### config.mk
export PLATFORM = sky130hd
export DESIGN_NAME = sincos_sched
export DESIGN_NICKNAME = d
export VERILOG_FILES = /design/src/rtl/sincos_sched.sv
export SDC_FILE = /design/constraint.sdc
export NUM_CORES = 1
export LEC_CHECK = 0
export CAP_MARGIN = 30
export CORE_AREA = 2 2 100 102
export CTS_CLUSTER_SIZE = 16
export DETAILED_ROUTE_END_ITERATION = 7
export DIE_AREA = 0 0 102 104
export GPL_TIMING_DRIVEN = 0
export PLACE_DENSITY = 0.74
export RECOVER_POWER = 50
export SLEW_MARGIN = 20
export SYNTH_ARGS = -nofsm -noshare
export SYNTH_HDL_FRONTEND = slang
export SYNTH_SLANG_ARGS = --single-unit
### constraint.sdc
create_clock -name clk -period 5.7 [get_ports clk]
set_input_delay 1.425 -clock clk [delete_from_list [all_inputs] [get_ports clk]]
set_output_delay 1.425 -clock clk [all_outputs]
set_load 0.05 [all_outputs]
### src/rtl/sincos_sched.sv
// Round-robin scheduler sharing one fixed-latency sin/cos pipeline among N_REQ requesters.
// Define SINCOS_SCHED_STATS_EN to add the stat_issued / stat_stall counter outputs.
module sincos_sched #(
  parameter int N_REQ   = 4,
  parameter int ANGLE_W = 27,
  parameter int DATA_W  = 27,
  parameter int LATENCY = 8,
  localparam int ID_W   = (N_REQ > 1) ? $clog2(N_REQ) : 1
) (
  input  logic                       clk,
  input  logic                       rst,
  input  logic [N_REQ-1:0]           req_valid,
  input  logic [N_REQ*ANGLE_W-1:0]   req_angle,
  output logic [N_REQ-1:0]           req_ready,
  output logic                       resp_valid,
  output logic [ID_W-1:0]            resp_id,
  output logic [DATA_W-1:0]          resp_sin,
  output logic [DATA_W-1:0]          resp_cos,
  input  logic                       resp_ready,
  output logic                       sc_en,
  output logic [ANGLE_W-1:0]         sc_angle,
  input  logic [DATA_W-1:0]          sc_sin,
  input  logic [DATA_W-1:0]          sc_cos,
  output logic                       busy
`ifdef SINCOS_SCHED_STATS_EN
  ,
  output logic [31:0]                stat_issued,
  output logic [31:0]                stat_stall
`endif
);

  localparam int unsigned N_U = N_REQ;

  logic [LATENCY-1:0] tag_valid_q, tag_valid_d;
  logic [ID_W-1:0]    tag_id_q [LATENCY];
  logic [ID_W-1:0]    tag_id_d [LATENCY];
  logic [ID_W-1:0]    last_grant_q, last_grant_d;

  logic               advance;
  logic               grant_any;
  logic [ID_W-1:0]    grant_id;
  int unsigned        idx;

  // Output stage is masked during reset so stale tags never surface.
  assign resp_valid = tag_valid_q[LATENCY-1] && !rst;
  assign resp_id    = tag_id_q[LATENCY-1];
  assign resp_sin   = sc_sin;
  assign resp_cos   = sc_cos;
  assign advance    = !resp_valid || resp_ready;
  assign sc_en      = advance;
  assign busy       = (|tag_valid_q) && !rst;

  always_comb begin
    grant_any = 1'b0;
    grant_id  = '0;
    idx       = 0;
    for (int unsigned i = 1; i <= N_U; i++) begin
      idx = (32'(last_grant_q) + i) % N_U;
      if (!grant_any && req_valid[idx]) begin
        grant_any = 1'b1;
        grant_id  = ID_W'(idx);
      end
    end
    if (!advance || rst) begin
      grant_any = 1'b0;
      grant_id  = '0;
    end
  end

  always_comb begin
    req_ready = '0;
    sc_angle  = '0;
    for (int unsigned i = 0; i < N_U; i++) begin
      if (grant_any && grant_id == ID_W'(i)) begin
        req_ready[i] = 1'b1;
        sc_angle     = req_angle[i*ANGLE_W +: ANGLE_W];
      end
    end
  end

  always_comb begin
    tag_valid_d  = tag_valid_q;
    tag_id_d     = tag_id_q;
    last_grant_d = last_grant_q;
    if (advance) begin
      for (int unsigned i = 1; i < LATENCY; i++) begin
        tag_valid_d[i] = tag_valid_q[i-1];
        tag_id_d[i]    = tag_id_q[i-1];
      end
      tag_valid_d[0] = grant_any;
      tag_id_d[0]    = grant_any ? grant_id : '0;
    end
    if (grant_any) begin
      last_grant_d = grant_id;
    end
  end

  always_ff @(posedge clk) begin
    if (rst) begin
      tag_valid_q  <= '0;
      for (int unsigned i = 0; i < LATENCY; i++) begin
        tag_id_q[i] <= '0;
      end
      last_grant_q <= ID_W'(N_REQ - 1);
    end else begin
      tag_valid_q  <= tag_valid_d;
      tag_id_q     <= tag_id_d;
      last_grant_q <= last_grant_d;
    end
  end

`ifdef SINCOS_SCHED_STATS_EN
  logic [31:0] stat_issued_q, stat_issued_d;
  logic [31:0] stat_stall_q, stat_stall_d;

  always_comb begin
    stat_issued_d = stat_issued_q + {31'd0, grant_any};
    stat_stall_d  = stat_stall_q + {31'd0, ~advance};
  end

  always_ff @(posedge clk) begin
    if (rst) begin
      stat_issued_q <= '0;
      stat_stall_q  <= '0;
    end else begin
      stat_issued_q <= stat_issued_d;
      stat_stall_q  <= stat_stall_d;
    end
  end

  assign stat_issued = stat_issued_q;
  assign stat_stall  = stat_stall_q;
`endif

endmodule

======== Word level (Yosys, flattened, before mapping) ========
Cells that the tools add are included.
storage, ports and cells
  register bits ........................... 26
  logic and storage cells ................. 67
cells by class
  reduce and logical (&&, ||, !) cells .... 19
  mux-type cells .......................... 27
  add/sub/neg operators ................... 4
  eq/ne operators ......................... 3
  $lt $le $gt $ge ......................... 4
operator list
  kind                                                  number
  2-to-1 mux 27 bit                                     4
  2-to-1 mux 1 bit                                      13
  < comparator 2 x 3 -> 1 bit (second input constant)   4
  2-to-1 mux 2 bit                                      6
  logical AND 1 bit                                     9
  binary-select mux 1 bit (select 2 bit)                4
  OR reduction 8 bit                                    1
  logical NOT 1 bit                                     6
  adder 2 x 1 -> 2 bit (second input constant)          2
  adder 2 bit (second input constant)                   2
  equality test 2 bit (second input constant)           2
  equality test 2 x 1 -> 1 bit (second input constant)  1
  logical NOT 2 bit                                     1
  logical OR 1 bit                                      2

======== Logic depth before layout (Yosys ltp) ========
  depth in word-level cells ............... 20
  mapped depth ............................ 9
  gate-level depth less buffers ........... 5

======== Least setup slack after synthesis ========
OpenSTA, ideal clock, no wires.
  kind .................................... input to output
  start point ............................. input port req_valid[0]
  end point ............................... output port sc_angle[19]
  setup slack ............................. 1,100 ps
  arrival ................................. 3,175 ps
  data required time ...................... 4,275 ps
  buffers on the path ..................... 1
  stages .................................. 6
  path through ............................ and2b_4 o21bai_4 a2111oi_4 buf_6 o2bb2ai_1 a22o_1
on the way
  word-level cells in the longest chain between the ends .. 19
  elaborated cells on any way between the ends .. 36
  those cells by class .................... eq/ne (3); mux (22); reduce/logical (11)
RTL lines
  element                                 RTL line  text
  from (decl)                             12        input logic [N_REQ-1:0] req_valid,
  binary-select mux 1 bit (select 2 bit)  59        if (!grant_any && req_valid[idx]) begin
  2-to-1 mux 1 bit (not written as such)  59
  2-to-1 mux 1 bit                        59
  logical NOT 1 bit                       59
  logical AND 1 bit                       59
  2-to-1 mux 1 bit                        59
  logical NOT 1 bit                       59
  logical AND 1 bit                       59
  2-to-1 mux 1 bit                        59
  logical NOT 1 bit                       59
  logical AND 1 bit                       59
  2-to-1 mux 2 bit                        59
  2-to-1 mux 2 bit                        64        if (!advance || rst) begin
  logical NOT 2 bit                       74        if (grant_any && grant_id == ID_W'(i)) begin
  logical AND 1 bit                       74
  2-to-1 mux 27 bit (3 in series)         74
  2-to-1 mux 27 bit (*)                   74
  to (decl)                               21        output logic [ANGLE_W-1:0] sc_angle,
Mark *: on every way between the ends. The rest lies on a longest branch, timed or not. The select of a mux whose other input is x is not followed.

======== Worst setup path after layout ========
  start point ............................. input port req_valid[3]
  end point ............................... output port req_ready[3]
on the way
  word-level cells in the longest chain between the ends .. 16
  elaborated cells on any way between the ends .. 27
  those cells by class .................... eq/ne (1); mux (19); reduce/logical (7)
RTL lines
  element                                 RTL line  text
  binary-select mux 1 bit (select 2 bit)  59
  2-to-1 mux 1 bit (not written as such)  59
  2-to-1 mux 1 bit                        59
  logical NOT 1 bit                       59
  logical AND 1 bit                       59
  2-to-1 mux 1 bit                        59
  logical NOT 1 bit                       59
  logical AND 1 bit                       59
  2-to-1 mux 1 bit                        59
  logical NOT 1 bit                       59
  logical AND 1 bit                       59
  2-to-1 mux 2 bit                        59
  2-to-1 mux 2 bit                        64
  equality test 2 bit                     74
  logical AND 1 bit (*)                   74
  2-to-1 mux 1 bit (*)                    74
  to (decl)                               14        output logic [N_REQ-1:0] req_ready,
Marked as above.

==> results.toml <==
[run_status]
status = "finished clean"

[floorplan]
fp.dieW_um = 102
ios = 259
start_util = 0.251
dieArea_um2 = 10600
core_um2 = 9550
die_h_um = 104
rows = 36

[clock_tree]
numClockSinks = 26
cts-htree-levels = 1
root_buffer = "clkbuf_8"
cts_tree = "yes"
clkLatencyLatePin_ns = 0.26
cts_made_buffers = 3
cts_buffer_depth = 2
cts_hold_buf = 0
cts.clk_slew.worst_paths_ns = 0.08

[route]
drc = 0
met3WireLength_um = 807
via_per_inst = 4.54
initialDrtViolationCount = 147
via_count = 2951
routedLengthMet1_mm = 3.57
drt_wl_total_mm = 9.57
drtAntennaViolNets = 0
routed.top_layer = "met4"
dr.pass1.iters = 4
met2WireLength_mm = 4.98
wl_per_cell_um = 14.7

[cells_and_area]
drive_gt1_frac = 0.159
nets = 687
fillers = 948
diodes = 0
syn_to_final_growth_pct = 96.9
fin_util = 0.495

[pwr]
p_sw_mw = 0.406
pwr-share-clk = 0.156
power.leakage_nw = 2.16
power_density_nw_per_um2 = 198
p_int_mw = 0.529
vdd_drop_max_uv = 176
power_frac_seq = 0.207
p_comb_frac = 0.637
netSwitchingFraction = 0.434

[critical_path]
end_kind = "output port"
crit_required_ns = 4.28
r2r_cells = 6
worst-setup-path-type = "in -> out"
timing.rr.end = "tag_id_q[5]"
r2r_slack_ns = 3.92
timing.rr.start = "tag_valid_q[7]"
cp.arrival_ns = 4.05
startpoint_type = "primary input"
crit_fanout = 10

[synth]
syn_avg_cell_area_um2 = 7.80
netlist_area_um2 = 2400
synthArstFlopShare = 0
yosysSeqAreaShare = 0.217
ys_warn_count = 0
synth.net_count = 477
ys.flop_type = "dfxtp_1"
syn_inst = 308
yosysUniqueCellTypes = 32
ys_ff_latch = 26
synth_edf_count = 0

[timing]
hold_ws_ns = 0.468
post-route-period-util = 0.961
relSlewSlack = 0.621
slew_violations = 0
fmax_mhz = 183
hold_viol = 0
worst_pin_slew_ns = 0.568
rsz0062_at_grt = "false"
setup_viol = 0
period_needed_ns = 5.48
clock_skew_ns = 0.00476

[place]
place_congestion = 0.816
port_buffers = 203
hpwl_mm = 8.05

[global_route]
grt_start_max_net_pins = 20
track_usage = 0.171
grt_pass1_wl_mm = 14.8
antenna_found_initial = 0
grt_pass1_vias = 2938
overflow = 0

[worst_hold_path]
holdPathStages = 1
worstHoldEndpoint = "tag_id_q[15]"
hp-class = "reg -> reg"
hp-start = "tag_id_q[15]"

[job]
maxCapViolations = 0
[critical path, cell delays in order]
cell and delay, ns:
clkdlybuf4s50_1 0.56, nand3b_1 0.15, a31oi_4 0.25, and2_1 0.18, buf_2 0.20, and2_1 0.16
buf_6 0.15, buf_6 0.15, clkdlybuf4s50_1 0.81
[cell type report]
type,instances,area (um^2),area share
Timing Repair Buffer,206,2090,0.442
Multi-Input combinational cell,195,1290,0.274
Buffer,82,572,0.121
Sequential cell,26,520,0.110
Tap cell,133,166,0.0352
Clock buffer,3,41.3,0.00873
Clock inverter,1,30.0,0.00635
Inverter,4,15.0,0.00318
[power groups by stage]
| stage | Sequential [mW] | Combinational, mW | Clock (mW) |
|---|---|---|---|
| detailed placement | 0.198 | 0.611 | 0 |
| CTS | 0.194 | 0.607 | 0.150 |
| floorplan | 0.197 | 0.382 | 0 |
| finish | 0.194 | 0.595 | 0.146 |
| global placement | 0.198 | 0.607 | 0 |
| global route | 0.195 | 0.626 | 0.160 |
[sequential cells by signal, summed over array words and instances (netlist names)]
register	flops
resp_id	2
tag_valid_q	8
last_grant_q	2
tag_id_q	14
[cell usage in the layout, fill, tap and decap left out, types with 13 or more instances in the layout]
cell	synthesis	routed
dfxtp_1	26	26
dlygate4sd3_1	0	32
clkdlybuf4s50_1	0	144
clkbuf_1	15	13
o21ai_0	29	29
nor2_1	61	61
buf_4	56	59
o2bb2ai_1	27	27
a22o_1	46	46
dlymetal6s2s_1	0	18
[logic make-up (layout without fill, tap and decap cells)]
kind of cell	count (synthesis)	count (layout)	share of synthesized area
DFF	26	26	0.217
and+or+nand+nor	78	78	0.141
muxes	2	2	0.00834
buffers and inverters	87	296	0.244
AOI/OAI and AO/OA	115	115	0.389
[per-stage QoR]
stage / area [um^2] / power, mW / cells / setup WS (ns) / setup TNS (ns)
floorplan: 2400 / 0.578 / 308 / 1.10 / 0
global placement: 4600 / 0.804 / 644 / -0.159 / -2.32
detailed placement: 4600 / 0.809 / 644 / -0.214 / -3.48
CTS: 4680 / 0.951 / 650 / 0.00138 / 0
global route: 4730 / 0.981 / 650 / 0.0457 / 0
finish: 4730 / 0.935 / 650 / 0.224 / 0
[cells in the mapped netlist, types with 2 or more instances]
master	instances	share of area
nand2b_1	3	0.0078
a21oi_1	2	0.0042
o21ai_0	29	0.060
mux2i_1	2	0.0083
nor4_1	3	0.0078
clkbuf_1	15	0.023
nor2_1	61	0.095
buf_4	56	0.18
a22o_1	46	0.17
o2bb2ai_1	27	0.098
buf_6	6	0.028
buf_1	2	0.0031
buf_2	3	0.0063
nor2b_1	3	0.0078
nand3b_1	2	0.0063
and2_1	2	0.0052
inv_1	4	0.0063
a21o_1	3	0.0094
dfxtp_1	26	0.22
[worst max-delay path by stage]
| stage | cells after the start | startpoint | to | slack [ns] |
|---|---|---|---|---|
| 2_1_floorplan | 6 | req_valid[0] | sc_angle[19] | 1.10 |
| 3_3_place_gp | 8 | req_valid[3] | sc_angle[19] | -0.16 |
| 3_5_place_dp | 8 | req_valid[3] | sc_angle[7] | -0.21 |
| 4_1_cts | 8 | req_valid[3] | sc_angle[12] | 0.001 |
| 5_1_grt | 8 | resp_ready | req_ready[2] | 0.05 |
| 6_report | 9 | req_valid[3] | req_ready[3] | 0.22 |
[routing by layer]
metal,GRT usage,vias to the layer above
li1,-,1467
met1,0.192,1342
met2,0.316,126
met3,0.0511,16
met4,0.0295,0
met5,0,-
[repair_timing]
action | in CTS | in global routing
resized for setup | 11 | 20
pin swaps | 1 | 0
setup buffers | 3 | 0
endpoints found under the setup margin | 24 | 18
Note: power is estimated with default switching activity, not from simulation.
